<file path="src/rtl/reaction_test_ctrl.sv">
// Reaction-time test sequencer: random pre-stimulus delay, stimulus LED,
// millisecond reaction measurement with too-early and timeout detection.
module reaction_test_ctrl #(
  parameter int unsigned CLK_PER_MS   = 100000,
  parameter int unsigned WAIT_MIN_MS  = 1000,
  parameter int unsigned RAND_BITS    = 10,
  parameter int unsigned MAX_REACT_MS = 2000
) (
  input  logic        clk,
  input  logic        rst,
  input  logic        start,
  input  logic        btn,
  input  logic        abort,
  output logic        led_on,
  output logic        busy,
  output logic        result_valid,
  output logic        too_early,
  output logic        timeout,
  output logic [13:0] react_ms
);

  localparam int unsigned MS_W    = 14;
  localparam int unsigned LFSR_W  = 16;
  localparam int unsigned PRESC_W = (CLK_PER_MS > 1) ? $clog2(CLK_PER_MS) : 1;

  localparam logic [PRESC_W-1:0] PRESC_LAST = PRESC_W'(CLK_PER_MS - 1);
  localparam logic [MS_W-1:0]    MAX_MS     = MS_W'(MAX_REACT_MS);
  localparam logic [MS_W-1:0]    WAIT_MIN   = MS_W'(WAIT_MIN_MS);
  localparam logic [LFSR_W-1:0]  LFSR_SEED  = 16'hACE1;

  typedef enum logic [2:0] {
    S_IDLE,
    S_ARM,
    S_STIM,
    S_DONE,
    S_EARLY,
    S_TMO
  } state_t;

  state_t              state_q, state_nxt;
  logic [PRESC_W-1:0]  presc_q, presc_nxt;
  logic [MS_W-1:0]     delay_q, delay_nxt;
  logic [MS_W-1:0]     react_q, react_nxt;
  logic [MS_W-1:0]     react_ms_nxt;
  logic [LFSR_W-1:0]   lfsr_q, lfsr_nxt;
  logic                tick;

  // One-cycle millisecond strobe from the prescaler
  assign tick = (presc_q == PRESC_LAST);

  // Fibonacci LFSR, taps 16/14/13/11, shifting right every cycle
  assign lfsr_nxt = {lfsr_q[0] ^ lfsr_q[2] ^ lfsr_q[3] ^ lfsr_q[5], lfsr_q[LFSR_W-1:1]};

  // Next-state and datapath decode; abort > btn > tick > start
  always_comb begin
    state_nxt    = state_q;
    presc_nxt    = tick ? '0 : presc_q + PRESC_W'(1);
    delay_nxt    = delay_q;
    react_nxt    = react_q;
    react_ms_nxt = react_ms;

    if (abort) begin
      state_nxt    = S_IDLE;
      react_ms_nxt = '0;
    end else begin
      case (state_q)
        S_IDLE, S_DONE, S_EARLY, S_TMO: begin
          if (start) begin
            state_nxt    = S_ARM;
            delay_nxt    = WAIT_MIN + MS_W'(lfsr_q[RAND_BITS-1:0]);
            presc_nxt    = '0;
            react_ms_nxt = '0;
          end
        end
        S_ARM: begin
          if (btn) begin
            state_nxt    = S_EARLY;
            react_ms_nxt = '0;
          end else if (tick) begin
            delay_nxt = delay_q - MS_W'(1);
            // A zero count is treated as already expired so it cannot wrap
            if (delay_q <= MS_W'(1)) begin
              state_nxt = S_STIM;
              react_nxt = '0;
              presc_nxt = '0;
            end
          end
        end
        S_STIM: begin
          if (btn) begin
            state_nxt    = S_DONE;
            react_ms_nxt = (react_q > MAX_MS) ? MAX_MS : react_q;
          end else if (tick) begin
            if (react_q >= MAX_MS - MS_W'(1)) begin
              state_nxt    = S_TMO;
              react_ms_nxt = MAX_MS;
            end else begin
              react_nxt = react_q + MS_W'(1);
            end
          end
        end
        default: begin
          state_nxt    = S_IDLE;
          react_ms_nxt = '0;
        end
      endcase
    end
  end

  // State, counters and registered outputs
  always_ff @(posedge clk or negedge rst) begin
    if (!rst) begin
      state_q      <= S_IDLE;
      presc_q      <= '0;
      delay_q      <= '0;
      react_q      <= '0;
      lfsr_q       <= LFSR_SEED;
      led_on       <= 1'b0;
      busy         <= 1'b0;
      result_valid <= 1'b0;
      too_early    <= 1'b0;
      timeout      <= 1'b0;
      react_ms     <= '0;
    end else begin
      state_q      <= state_nxt;
      presc_q      <= presc_nxt;
      delay_q      <= delay_nxt;
      react_q      <= react_nxt;
      lfsr_q       <= lfsr_nxt;
      led_on       <= (state_nxt == S_STIM);
      busy         <= (state_nxt == S_ARM) || (state_nxt == S_STIM);
      result_valid <= (state_nxt == S_DONE) || (state_nxt == S_EARLY) || (state_nxt == S_TMO);
      too_early    <= (state_nxt == S_EARLY);
      timeout      <= (state_nxt == S_TMO);
      react_ms     <= react_ms_nxt;
    end
  end

endmodule

</file>
<file path="config.mk">
export PLATFORM = sky130hd
export DESIGN_NAME = reaction_test_ctrl
export DESIGN_NICKNAME = d
export VERILOG_FILES = /design/src/rtl/reaction_test_ctrl.sv
export SDC_FILE = /design/constraint.sdc
export NUM_CORES = 1
export LEC_CHECK = 0
export ABC_AREA = 1
export CAP_MARGIN = 5
export CORE_MARGIN = 1.5
export CORE_UTILIZATION = 57
export DETAILED_ROUTE_END_ITERATION = 6
export DONT_BUFFER_PORTS = 1
export PLACE_DENSITY = 0.75
export SLEW_MARGIN = 20
export SYNTH_ARGS = -nofsm -noshare
export SYNTH_HDL_FRONTEND = slang
export SYNTH_SLANG_ARGS = --single-unit
</file>
<file path="constraint.sdc">
create_clock -name clk -period 1.65 [get_ports clk]
set_input_delay 0.2475 -clock clk [delete_from_list [all_inputs] [get_ports clk]]
set_output_delay 0.2475 -clock clk [all_outputs]
set_load 0.02 [all_outputs]
</file>
# Yosys cells after proc, flatten, opt, wreduce, memory -nomap -nowiden
# Index checks and enable logic that the tools add are counted.
[classes] shifts=0 order_cmp=3 bitwise=4 mul=0 reduce_logical=10 div_mod_pow=0 eq_ne=22 addsub=4 mux=35
[op_table] operator="$mux 14" count=16
[op_table] operator="$mux 17" count=6
[op_table] operator="$pmux 14 s2" count=2
[op_table] operator="$pmux 14 s3" count=1
[op_table] operator="$pmux 17 s2" count=1
[op_table] operator="$mux 3" count=8
[op_table] operator="$add 17x1->17 const B" count=1
[op_table] operator="$eq 17x17->1 const B" count=1
[op_table] operator="$add 14x1->14 const B" count=1
[op_table] operator="$ge 14x11->1 const B" count=1
[op_table] operator="$gt 14x11->1 const B" count=1
[op_table] operator="$le 14x1->1 const B" count=1
[op_table] operator="$ne 2x2->1 const B" count=7
[op_table] operator="$sub 14x1->14 const B" count=1
[op_table] operator="$eq 3x2->1 const B" count=4
[op_table] operator="$eq 3x3->1 const B" count=4
[op_table] operator="$add 10x10->11 const A" count=1
[op_table] operator="$pmux 3 s3" count=1
[op_table] operator="$ne 4x4->1 const B" count=2
[op_table] operator="$reduce_and 8->1" count=1
[op_table] operator="$eq 3x1->1 const B" count=2
[op_table] operator="$ne 3x3->1 const B" count=2
[op_table] operator="$reduce_and 5->1" count=1
[op_table] operator="$reduce_and 4->1" count=1
[op_table] operator="6 further kinds" count=11
[word_totals] mem_bits_ro=0 memories=0 in_bits=5 latchBits=0 ff_bits=83 mem_bits_rw=0 output_inout_bits=19

# Logic depth before layout (Yosys ltp)
# Gate-level depths: netlist of the first run.
[depth] word_depth=9 ltp_mapped=12

# Least setup slack after synthesis of the first run
# No wires, ideal clock.
[synth_path] path_kind="register -> register" from="register presc_q[0]" to="register react_q[6]" period_less_slack_ps=1663 n_path_buf=1 setup_ps=117 required_time_ps=1533 stages_incl_launch_ff=13 path_slack_ps=-13 arrival_ps=1546 cell_sequence="dfrtp_1 -> ha_1 -> nand2_2 -> nor2_4 -> nand2_4 -> nor2_8 -> nand2_2 -> nand2_2 -> and3_4 -> nand2_2 -> buf_6 -> nand2_1 -> nand2_1"
[synth_via] elab_chain_len=3
[synth_rtl] element="start: declaration" line_no="41" text="logic [PRESC_W-1:0] presc_q, presc_nxt;"
[synth_rtl] element="start signal: assignment" line_no="126" text="presc_q <= presc_nxt;"
[synth_rtl] element="$eq 17x17->1 (*)" line_no="49" text="assign tick = (presc_q == PRESC_LAST);"
[synth_rtl] element="$ne 2x2->1 (no line)"
[synth_rtl] element="$reduce_and 8->1 (no line) (*)"
[synth_rtl] element="end signal: assignment" line_no="128" text="react_q <= react_nxt;"
[synth_rtl] element="end: declaration" line_no="43" text="logic [MS_W-1:0] react_q, react_nxt;"
# Every way passes the cells marked *; elsewhere a longest branch is shown, timed or not.
# A chain may end at the register's enable or synchronous reset.

# Final worst setup path of the first run
[layout_path] from="register state_q[2]" to="register delay_q[0]"
[layout_via] elab_chain_len=4
[layout_rtl] element="start: declaration" line_no="40" text="state_t state_q, state_nxt;"
[layout_rtl] element="start signal: assignment" line_no="125" text="state_q <= state_nxt;"
[layout_rtl] element="$eq 3x2->1, or another cell as far along" line_no="66" text="case (state_q)"
[layout_rtl] element="$reduce_or 4->1" line_no="66"
[layout_rtl] element="$ne 2x2->1 (no line) or $reduce_bool 2->1 (tied branches)"
[layout_rtl] element="$reduce_and 5->1 (no line)"
[layout_rtl] element="end signal: assignment" line_no="127" text="delay_q <= delay_nxt;"
[layout_rtl] element="end: declaration" line_no="42" text="logic [MS_W-1:0] delay_q, delay_nxt;"
# Parallel ways exist; a longest one is shown, timed or not.

==> results of run 1 <==
## sequential cells by signal, indices dropped and copies added, names as in the netlist
name,flops
delay_q,14
result_valid,1
led_on,1
too_early,1
timeout,1
react_q,14
lfsr_q,16
state_q,3
presc_q,17
react_ms,14
busy,1
## area by class of cell
| cell class | count | area, um2 |
|---|---|---|
| Multi-Input combinational cell | 385 | 2290 |
| Sequential cell | 83 | 2090 |
| Fill cell | 477 | 1740 |
| Timing Repair Buffer | 66 | 577 |
| Inverter | 61 | 241 |
| Clock buffer | 11 | 141 |
| Tap cell | 99 | 124 |
| Clock inverter | 5 | 86.3 |
## power groups by stage
stage	sequential, mW	clock, mW	combinational, mW
CTS	2.38	1.68	1.38
finish	2.39	1.65	1.54
floorplan	2.38	0	0.824
detailed placement	2.40	0	1.22
global route	2.41	1.77	1.70
global placement	2.40	0	1.17
## worst max path at each step
| stage | slack [ns] | end | depth (start not counted) | startpoint |
|---|---|---|---|---|
| after CTS | -0.07 | react_ms[12] | 11 | react_q[1] |
| after global placement | -0.05 | react_q[13] | 11 | presc_q[0] |
| after floorplan | 0.004 | react_ms[10] | 11 | react_q[0] |
| after detailed placement | -0.16 | react_q[13] | 10 | delay_q[0] |
| final | -0.17 | delay_q[0] | 11 | state_q[2] |
| after global routing | -0.29 | delay_q[0] | 11 | state_q[2] |
## critical path, cell delays in order, from the launching register on
cell and delay [ns]:
dfrtp_1 0.40, inv_2 0.07, nand3_2 0.13, nand2_1 0.16, nor2_2 0.17, nor2_1 0.08
nor2_2 0.13, nand3b_4 0.19, inv_6 0.15, buf_6 0.11, nand2_2 0.06, o21ai_1 0.09
## per-layer routing
layer,track usage [%],up-vias,wire (um)
met2,45.3,146,5580
li1,-,1848,-
met5,0,-,0
met3,4.48,33,527
met4,14.8,0,257
met1,32.9,1848,4460
## layout by cell type, fill, tap and decap left out, types with 7 or more instances in the layout
master    instances
nor2_4            8
a21oi_1          14
nand2_1         100
inv_2            19
xnor2_1           8
nand2_2          33
dfstp_2           8
nor2_1           71
xor2_1           14
o21ai_1          15
dfrtp_1          74
o21ai_2           7
o21ai_0           9
nand2_4           9
nor3_1            8
inv_1            39
nand4_1           7
buf_6            13
nand3_2          14
clkbuf_8         10
buf_4            50
nand3_1          23
nor2_2           11
## repair_timing
action / in CTS / in global routing
setup endpoints to repair: 50 / 65
gates cloned: 4 / 0
gates resized for setup: 76 / 57
pin swaps: 23 / 17
setup buffers: 4 / 5
endpoints found under the hold margin: 84 / 83
## logic make-up (layout without fill, tap and decap cells)
| group | after synthesis | after routing |
|---|---|---|
| XOR/XNOR | 22 | 22 |
| flip-flops | 83 | 83 |
| buffers and inverters | 75 | 143 |
| AND/OR/NAND/NOR | 302 | 303 |
| multiplexers | 1 | 1 |
| AO/OA/AOI/OAI | 53 | 53 |
| adder cells (fa/ha/maj) | 6 | 6 |
## metrics by stage
step           hold slack [ns]  setup TNS [ns]  area, um2  setup WS (ns)  total power, mW
2_1_floorplan          -0.0481               0       4330        0.00432             3.21
4_1_cts                 -0.445           -1.53       5320        -0.0733             5.44
5_1_grt                 -0.443           -8.35       5550         -0.288             5.88
6_report                -0.428           -3.59       5550         -0.171             5.58
3_3_place_gp           -0.0463          -0.329       4780        -0.0462             3.57
3_5_place_dp           -0.0463           -2.14       4780         -0.160             3.62
==> metrics.yaml, run 1 <==
whs_ns: -0.428
netlist_area_um2: 4330
drt-pass1-iter-count: 5
crit_path_max_fanout: 8
nNetsFinal: 617
outcome: "finished, violations left"
diodes: 0
yosysWarnings: 0
synthTopCellsByCount: "134 x nand2_1, 83 x nor2_1, 75 x dfrtp_1"
hold_class: "in2async"
synth.net_count: 553
worstSetupPathType: "reg2reg"
root_buffer: "clkbuf_8"
rsz0062_at_grt: "true"
core_area_um2: 7290
post-route-min-period_ns: 1.82
seq_area_frac_synth_pct: 48.2
synth_xor_xnor_area_share_pct: 4.45
yosys.area.top_type: "dfrtp_1"
dp_hpwl_mm: 6.46
syn_inst: 542
peakVddDrop_uv: 769
rr_worst_depth: 11
synth-seq-cells: 83
grt_max_degree: 84
postRouteAntennaNets: 0
fin_crit_sh_pct: 110
fin_cells: 710
grt_pass1_vias: 3895
slew_viol_final: 0
cts_buffers: 9
fp.dieH_um: 90.2
dieArea_um2: 8130
num_rows: 31
yosys_most_used_dff: "dfrtp_1"
antenna_found_initial: 0
p_clk_share_pct: 29.6
synthMuxAreaShare_pct: 0.231
max_freq_mhz: 549
start_util_pct: 59.4
p_seq_share_pct: 42.8
die_w_um: 90.2
synth.distinct_cells: 40
maxCapViolCount: 0
violations: "negative hold slack, negative setup slack"
setup_violations: 50
reg2reg_from: "state_q[2]"
swShare_pct: 32.3
remaining_drc_errors: 0
comb_power_share_pct: 27.6
dp.cells: 680
r2r_setup_slack_ns: -0.17
final.setup.worst_slack_ns: -0.171
first_iter_violations: 288
wl_mm: 10.8
synth_top_area_share_pct: 43.3
worst_skew_pair.late_latency_ns: 0.36
cp.arrival_ns: 2.10
synth_compound_area_share_pct: 6.47
drive_above_1_share_pct: 34.7
required_ns: 1.93
synth_area_leaders: "dfrtp_1 43%, nand2_1 12%, nor2_1 7.2%, dfstp_2 4.9%, nand3_1 4.2%"
cts_buffer_depth: 2
r2r-end: "delay_q[0]"
ios: 24
intPower_mw: 3.78
syn_to_final_growth_pct: 28.1
synth-edff-count: 0
ctsHtreeMaxLevel: 3
grt_usage_pct: 26.9
cts.sinks: 83
clk_pin_slew_ns: 0.09
slew_headroom_pct: 75.4
grt_pass1_wl_mm: 17.5
overflow: 0
power.density_nw_per_um2: 1010
cts-hold-fix-buffers: 1
synth-adder-area-share_pct: 1.73
p_leak_nw: 2.64
gp_congestion: 0.881
synth_most_common_cell: "nand2_1"
start_kind: "flop"
hold_viol: 83
synth_top_family_by_area: "simple AND/OR/NAND/NOR gates"
io_buffers: 0
end_kind: "flop"
wl_per_cell_um: 15.3
tritoncts: "yes"
synthSimpleGateAreaFrac_pct: 31.7
avgSynthCellArea_um2: 7.99
synthArstFlopShare_pct: 100
viasPerCell: 5.46
postLayoutCoreUtil_pct: 76.1
via_count: 3875
clock_skew_ns: 0.0116
tightestPinTransition_ns: 0.366
p_switching_mw: 1.80
Note: power is estimated with default switching activity, not from simulation.
==> run 2, diff against run 1 <==
--- a/config.mk
+++ b/config.mk
@@ -12,7 +12,7 @@
 export DETAILED_ROUTE_END_ITERATION = 6
 export DONT_BUFFER_PORTS = 1
 export PLACE_DENSITY = 0.75
-export SLEW_MARGIN = 20
+export SLEW_MARGIN = 0
 export SYNTH_ARGS = -nofsm -noshare
 export SYNTH_HDL_FRONTEND = slang
 export SYNTH_SLANG_ARGS = --single-unit
==> results of run 2 <==
The final DEF is identical to that of run 1; final timing and power are the same.
==> run 3, diff against run 2 <==
--- a/config.mk
+++ b/config.mk
@@ -6,6 +6,7 @@
 export NUM_CORES = 1
 export LEC_CHECK = 0
 export ABC_AREA = 1
+export ABC_CLOCK_PERIOD_IN_PS = 1650
 export CAP_MARGIN = 5
 export CORE_MARGIN = 1.5
 export CORE_UTILIZATION = 57
==> results of run 3 <==
The final DEF is identical to that of run 1; final timing and power are the same.
